[src/rtl/mem_and_wb.sv]
// Memory-access and write-back stage: data memory, MEM/WB register and
// a post-reset sequencer that zeroes the data memory before accepting work.
module mem_and_wb #(
    parameter int DATA_WIDTH     = 8,
    parameter int ADDR_WIDTH     = 8,
    parameter int REG_ADDR_WIDTH = 3,
    parameter bit CLEAR_ON_RESET = 1'b1
) (
    input  logic                      clk,
    input  logic                      rst,
    input  logic                      regwrite_in,
    input  logic                      mem_read_in,
    input  logic                      mem_write_in,
    input  logic                      mem_to_reg_in,
    input  logic [DATA_WIDTH-1:0]     alu_result_in,
    input  logic [DATA_WIDTH-1:0]     write_data_mem_in,
    input  logic [REG_ADDR_WIDTH-1:0] rd_address_in,
    output logic                      regwrite,
    output logic [DATA_WIDTH-1:0]     write_data,
    output logic [REG_ADDR_WIDTH-1:0] write_addr,
    output logic                      mem_busy
);

    localparam int DEPTH = 2 ** ADDR_WIDTH;

    typedef enum logic {
        CLEAR = 1'b0,
        RUN   = 1'b1
    } state_t;

    localparam state_t RESET_STATE = CLEAR_ON_RESET ? CLEAR : RUN;

    state_t                  state;
    state_t                  state_nxt;
    logic [ADDR_WIDTH-1:0]   cnt;
    logic [ADDR_WIDTH-1:0]   cnt_nxt;
    logic [DATA_WIDTH-1:0]   mem [DEPTH];
    logic [ADDR_WIDTH-1:0]   mem_addr;
    logic [DATA_WIDTH-1:0]   load_data;
    logic                    mem_we;
    logic [ADDR_WIDTH-1:0]   mem_waddr;
    logic [DATA_WIDTH-1:0]   mem_wdata;
    logic                    unused_ok;

    // mem_read_in is informational only: the write-back mux follows mem_to_reg_in.
    assign unused_ok = mem_read_in;

    assign mem_addr  = alu_result_in[ADDR_WIDTH-1:0];
    assign load_data = mem[mem_addr];
    assign mem_busy  = (state == CLEAR);

    always_ff @(posedge clk or negedge rst) begin
        if (!rst) begin
            state <= RESET_STATE;
            cnt   <= '0;
        end else begin
            state <= state_nxt;
            cnt   <= cnt_nxt;
        end
    end

    always_comb begin
        state_nxt = state;
        cnt_nxt   = cnt;
        mem_we    = 1'b0;
        mem_waddr = mem_addr;
        mem_wdata = write_data_mem_in;
        unique case (state)
            CLEAR: begin
                mem_we    = 1'b1;
                mem_waddr = cnt;
                mem_wdata = '0;
                cnt_nxt   = cnt + 1'b1;
                if (cnt == ADDR_WIDTH'(DEPTH - 1))
                    state_nxt = RUN;
            end
            RUN: begin
                mem_we = mem_write_in;
            end
            default: state_nxt = RESET_STATE;
        endcase
    end

    always_ff @(posedge clk) begin
        if (mem_we)
            mem[mem_waddr] <= mem_wdata;
    end

    always_ff @(posedge clk or negedge rst) begin
        if (!rst) begin
            regwrite   <= 1'b0;
            write_data <= '0;
            write_addr <= '0;
        end else if (state == CLEAR) begin
            regwrite   <= 1'b0;
            write_data <= '0;
            write_addr <= '0;
        end else begin
            regwrite   <= regwrite_in;
            write_addr <= rd_address_in;
            write_data <= mem_to_reg_in ? load_data : alu_result_in;
        end
    end

endmodule

[config.mk]
export PLATFORM = sky130hd
export DESIGN_NAME = mem_and_wb
export DESIGN_NICKNAME = d
export VERILOG_FILES = /design/src/rtl/mem_and_wb.sv
export SDC_FILE = /design/constraint.sdc
export NUM_CORES = 2
export LEC_CHECK = 0
export CELL_PAD_IN_SITES_DETAIL_PLACEMENT = 1
export CELL_PAD_IN_SITES_GLOBAL_PLACEMENT = 1
export CORE_ASPECT_RATIO = 1.4
export CORE_MARGIN = 4
export CORE_UTILIZATION = 51
export DETAILED_ROUTE_END_ITERATION = 7
export GPL_ROUTABILITY_DRIVEN = 0
export PLACE_DENSITY = 0.74
export SETUP_SLACK_MARGIN = 0.15
export SYNTH_ARGS = -nofsm -noshare
export SYNTH_HDL_FRONTEND = slang
export SYNTH_SLANG_ARGS = --single-unit
[constraint.sdc]
create_clock -name clk -period 4.8 [get_ports clk]
set_input_delay 0.96 -clock clk [delete_from_list [all_inputs] [get_ports clk]]
set_output_delay 0.96 -clock clk [all_outputs]
set_load 0.03 [all_outputs]
; ---- After elaboration in Yosys (flattened, before gate mapping)
; Memories as Yosys holds them, arrays and structs flattened.
; Index checks and enable logic that the tools add are counted.
[totals]
ff_bits = 21
out_inout_bits = 13
n_memories = 1
latch_bits = 0
rom_bits = 0
ramBits = 2048
[memory_table]
columns = name, words, width, read_ports, rd_ports_with_merged_regs, write_ports, line
row1 = mem, 256, 8, 1, 0, 1, 37  ; logic [DATA_WIDTH-1:0] mem [DEPTH];
[classes]
bitwise_logic = 1
div = 0
addsub = 1
n_reduce_logical = 0
shifts = 0
mul = 0
n_mux = 11
n_eq_ne = 1
order_cmp = 0
[ops]
columns = operator, n
row1 = $mux W8, 4
row2 = $add A8 B1 Y8 const B, 1
row3 = $eq A8 B8 Y1 const B, 1
row4 = $mux W1, 5
row5 = $mux W3, 1
row6 = $pmux W1 S2, 1
row7 = $not A1 Y1, 1

; ---- Depth between registers and ports, before layout
[depth]
word_depth = 4
mapped_depth = 12
ltp_nobuf = 6

; ---- Least setup slack after synthesis
; No wires, ideal clock.
[synth_path]
kind = reg2reg
start = register state
end = memory mem[0][6], data pin
setup_time_ns = 0.868
path_slack_ns = -0.394
t_arrival_ns = 4.326
stages_incl_launch_ff = 5
path_buffers = 3
path_cell_list = dfrtp_1 -> clkbuf_1 -> buf_6 -> clkbuf_1 -> and2_1
[synth_between]
elab_chain_cells = 1
[synth_lines]
columns = element, line
row1 = "start, declared", 33  ; state_t state;
row2 = "start signal, assigned", 57  ; state <= state_nxt;
row3 = $mux W8, 68  ; unique case (state)
row4 = via mem_wdata[6], 42  ; logic [DATA_WIDTH-1:0] mem_wdata;
row5 = "end, declared", 37
; The timed path passes the listed nets, and every way through them passes these cells.

; ---- Worst setup path in the final report
[layout_path]
start = register state
end = output mem_busy
[layout_between]
elab_chain_cells = 1
[layout_lines]
columns = element, line
row1 = $not A1 Y1, --
row2 = "end, declared", 21  ; output logic mem_busy
; Every way passes these cells.

==> summary.txt <==
Synth
  – Seq/Total Area, Yosys: 0.767
  – EDFF count, synth: 2048
  – Yosys warnings: 0
  – Syn_nets: 3794
  – Post-Synthesis Cells: 3768
  – Async SR Flop Fraction: 0.0101
  – Yosys reg bits: 2069
  – Netlist cell types: 79
  – Main synth FF type: edfxtp_1
  – Mean post-synth cell area: 21.5 um2
  – Post-Syn Area: 80800 um2

Finish
  – P&R area growth vs syn: 13.4%
  – Share of layout cells above drive strength 1: 0.265
  – Non-filler cells, final: 6435
  – Design area: 91600 um2
  – Nets: 4221

Power and ir drop
  – LEAKAGE: 24.0 nW
  – Pwr Density: 380 nW/um2
  – Worst vdd ir: 345 uV

GRT
  – Initial antenna violation count: 8
  – Grt ovf: 0
  – Global-route wire length before repair: 327000 um
  – GRT Overall Usage: 0.280
  – Vias in the first global route: 44000
  – Largest net degree at the start of global routing: 125

Drt
  – Total routed wirelength: 228000 um
  – Post-route ant nets: 0
  – Number of DRC markers in iteration 0: 4961
  – Vias per Instance: 6.52
  – DR DRC count: 0
  – First-pass iteration count of the detailed router: 5
  – Vias: 41900
  – WL/cell: 35.4 um

Worst setup path
  – Worst Path Max Fanout: 31
  – CP Launch Type: flip-flop
  – CP startpoint: state$_DFF_PN0_
  – Crit path kind: flip-flop to output pin
  – Worst EP arrival: 3110 ps
  – Worst Path Required: 3840 ps
  – Reg2reg start: state$_DFF_PN0_
  – Crit end category: output pin

STA
  – Crit path time final: 4070 ps
  – Final hold vios: 0
  – Max frequency: 0.246 GHz
  – Max-slew violations: 0
  – Slew @ Worst Pin: 1170 ps
  – Fin crit share: 0.848
  – Final setup fails: 0
  – Unrepaired setup endpoints after global routing: no
  – Final WS setup: 731 ps
  – Slew HR: 0.215
  – Clock skew: 33.0 ps
  – Final setup TNS: 0 ps

Clock tree
  – CTS resizes: 0
  – Root buffer cell: clkbuf_16
  – Hold_buf cts: 0
  – CTS tree: yes
  – Clock slew at reported path FFs: 70 ps
  – CTS buffer count: 181
  – CTS sink cnt: 2069
  – Setup bufs post-CTS: 0
  – CTS H-Tree Depth: 4
  – Skew-Pair Late Insertion Delay: 830 ps
  – Max clock buf depth: 3

Place
  – DP Area: 86000 um2
  – IO Port Bufs: 36
  – HPWL Detailed: 146000 um
  – Placed cells: 6100
  – Post-Place Worst Slack: 515 ps

Worst hold path
  – Hold Path Class: primary input to async pin

Run status
  – Status: complete, no violations

Die
  – Die height: 479 um
  – DIE AREA: 165000 um2
  – Starting Density: 0.514
  – Chip Width: 344 um
  – FP Rows: 172
  – Ports: 38
  – Area of the core: 157000 um2

Run
  – Max_cap viols: 0
-- state kept, by name (all words and copies together) (netlist names) --
name / count
cnt: 8
mem: 2048
regwrite: 1
state: 1
write_addr: 3
write_data: 8
-- per-stage QoR --
step                      hold slack (ps)   util  power [mW]
after CTS                             477  0.582        35.0
after global placement                526  0.546        21.0
after detailed placement              536  0.546        21.0
after floorplan                       498      -        20.6
final                                 514  0.582        34.8
after global routing                  527  0.582        35.8
-- path summary, 6_finish.rpt --
| check | end | slack, ps | cells after the start |
|---|---|---|---|
| hold reg to reg | cnt[5]$_DFFE_PN0N_ | 540 | 1 |
| hold / removal | write_addr[2]$_DFF_PN0_ | 510 | 2 |
| max in group asynchronous | state$_DFF_PN0_ | 3980 | 2 |
| min in group clk | cnt[5]$_DFFE_PN0N_ | 540 | 1 |
| setup / recovery | mem_busy | 730 | 2 |
| setup reg to reg | mem[96][5]$_DFFE_PP_ | 950 | 5 |
-- Yosys cell counts, types with 5 or more instances --
master / number / area share
a22oi_1: 147 / 0.014
buf_6: 18 / 0.0025
clkbuf_8: 14 / 0.0024
nor2b_1: 9 / 0.00070
mux4_1: 58 / 0.019
a21boi_0: 5 / 0.00046
o221ai_1: 23 / 0.0025
dfrtp_1: 21 / 0.0065
a21oi_1: 45 / 0.0028
a211oi_1: 8 / 0.00074
o22ai_1: 22 / 0.0017
buf_12: 14 / 0.0035
nand2_1: 102 / 0.0047
buf_2: 52 / 0.0032
and3_1: 7 / 0.00054
a22o_1: 15 / 0.0016
a221oi_1: 8 / 0.00087
nand3_1: 39 / 0.0024
buf_1: 9 / 0.00042
buf_8: 16 / 0.0030
clkbuf_1: 79 / 0.0037
inv_1: 8 / 0.00037
nor3_1: 11 / 0.00068
buf_4: 20 / 0.0019
nand2b_1: 6 / 0.00046
o21ai_0: 19 / 0.0012
nor2_1: 292 / 0.014
nor4_1: 6 / 0.00046
mux4_2: 432 / 0.12
mux2i_1: 90 / 0.011
and2_1: 17 / 0.0013
xnor2_1: 6 / 0.00065
a31oi_1: 5 / 0.00039
nand4_1: 20 / 0.0015
edfxtp_1: 2048 / 0.76
o32ai_1: 5 / 0.00054
-- layer usage --
metal  global-route usage  up-vias  share of wire
met1                0.352    22300           0.35
li1                     -    16700              -
met3               0.0501      533          0.083
met2                0.471     2393           0.51
met4                0.139        8          0.058
met5                    0        -        0.00025
-- where the power goes --
group          total [mW]  switching [mW]  internal, mW
sequential           19.5               0          19.5
combinational        1.07           0.692         0.377
clock                14.2            6.48          7.72
-- worst max-delay path, stage by stage, from the launching register on --
cell	delay (ps)
dfrtp_2	960
inv_1	470
clkdlybuf4s50_1	830
-- cell usage in the layout, fill, tap and decap left out, types with 19 or more instances in the layout --
master	Yosys	final
buf_4	20	392
buf_12	14	41
clkdlybuf4s50_1	0	30
clkbuf_16	0	185
o221ai_1	23	23
o21ai_0	19	19
edfxtp_1	2048	2048
clkinv_2	0	31
o22ai_1	22	22
mux4_1	58	58
nand4_1	20	20
clkbuf_1	79	31
nand2_1	102	101
nor2_1	292	290
mux2i_1	90	90
nand3_1	39	39
clkinv_1	1	52
a21oi_1	45	45
a22oi_1	147	147
mux4_2	432	432
dfrtp_1	21	20
-- final cells by class --
| class | count | area (um2) |
|---|---|---|
| fill | 13200 | 65700 |
| inverter | 9 | 35.0 |
| sequential | 2069 | 62000 |
| multi-input combinational | 1466 | 17200 |
| antenna | 5 | 12.5 |
| clock buffer | 217 | 4760 |
| timing repair buffer | 468 | 4110 |
| tap | 2088 | 2610 |
| clock inverter | 113 | 891 |
-- cells by family (layout without fill, tap and decap cells) --
family	count (synthesis)	in the layout	share of synthesized area
adders and majority gates	1	1	0.000155
xor gates and xnor gates	7	7	0.000759
muxes	581	581	0.151
buffers and inverters	233	807	0.0211
DFF	2069	2069	0.767
AOI/OAI and AO/OA	342	342	0.0310
other	0	5	0
and+or+nand+nor	535	535	0.0292
(Power assumes the default switching activity.)
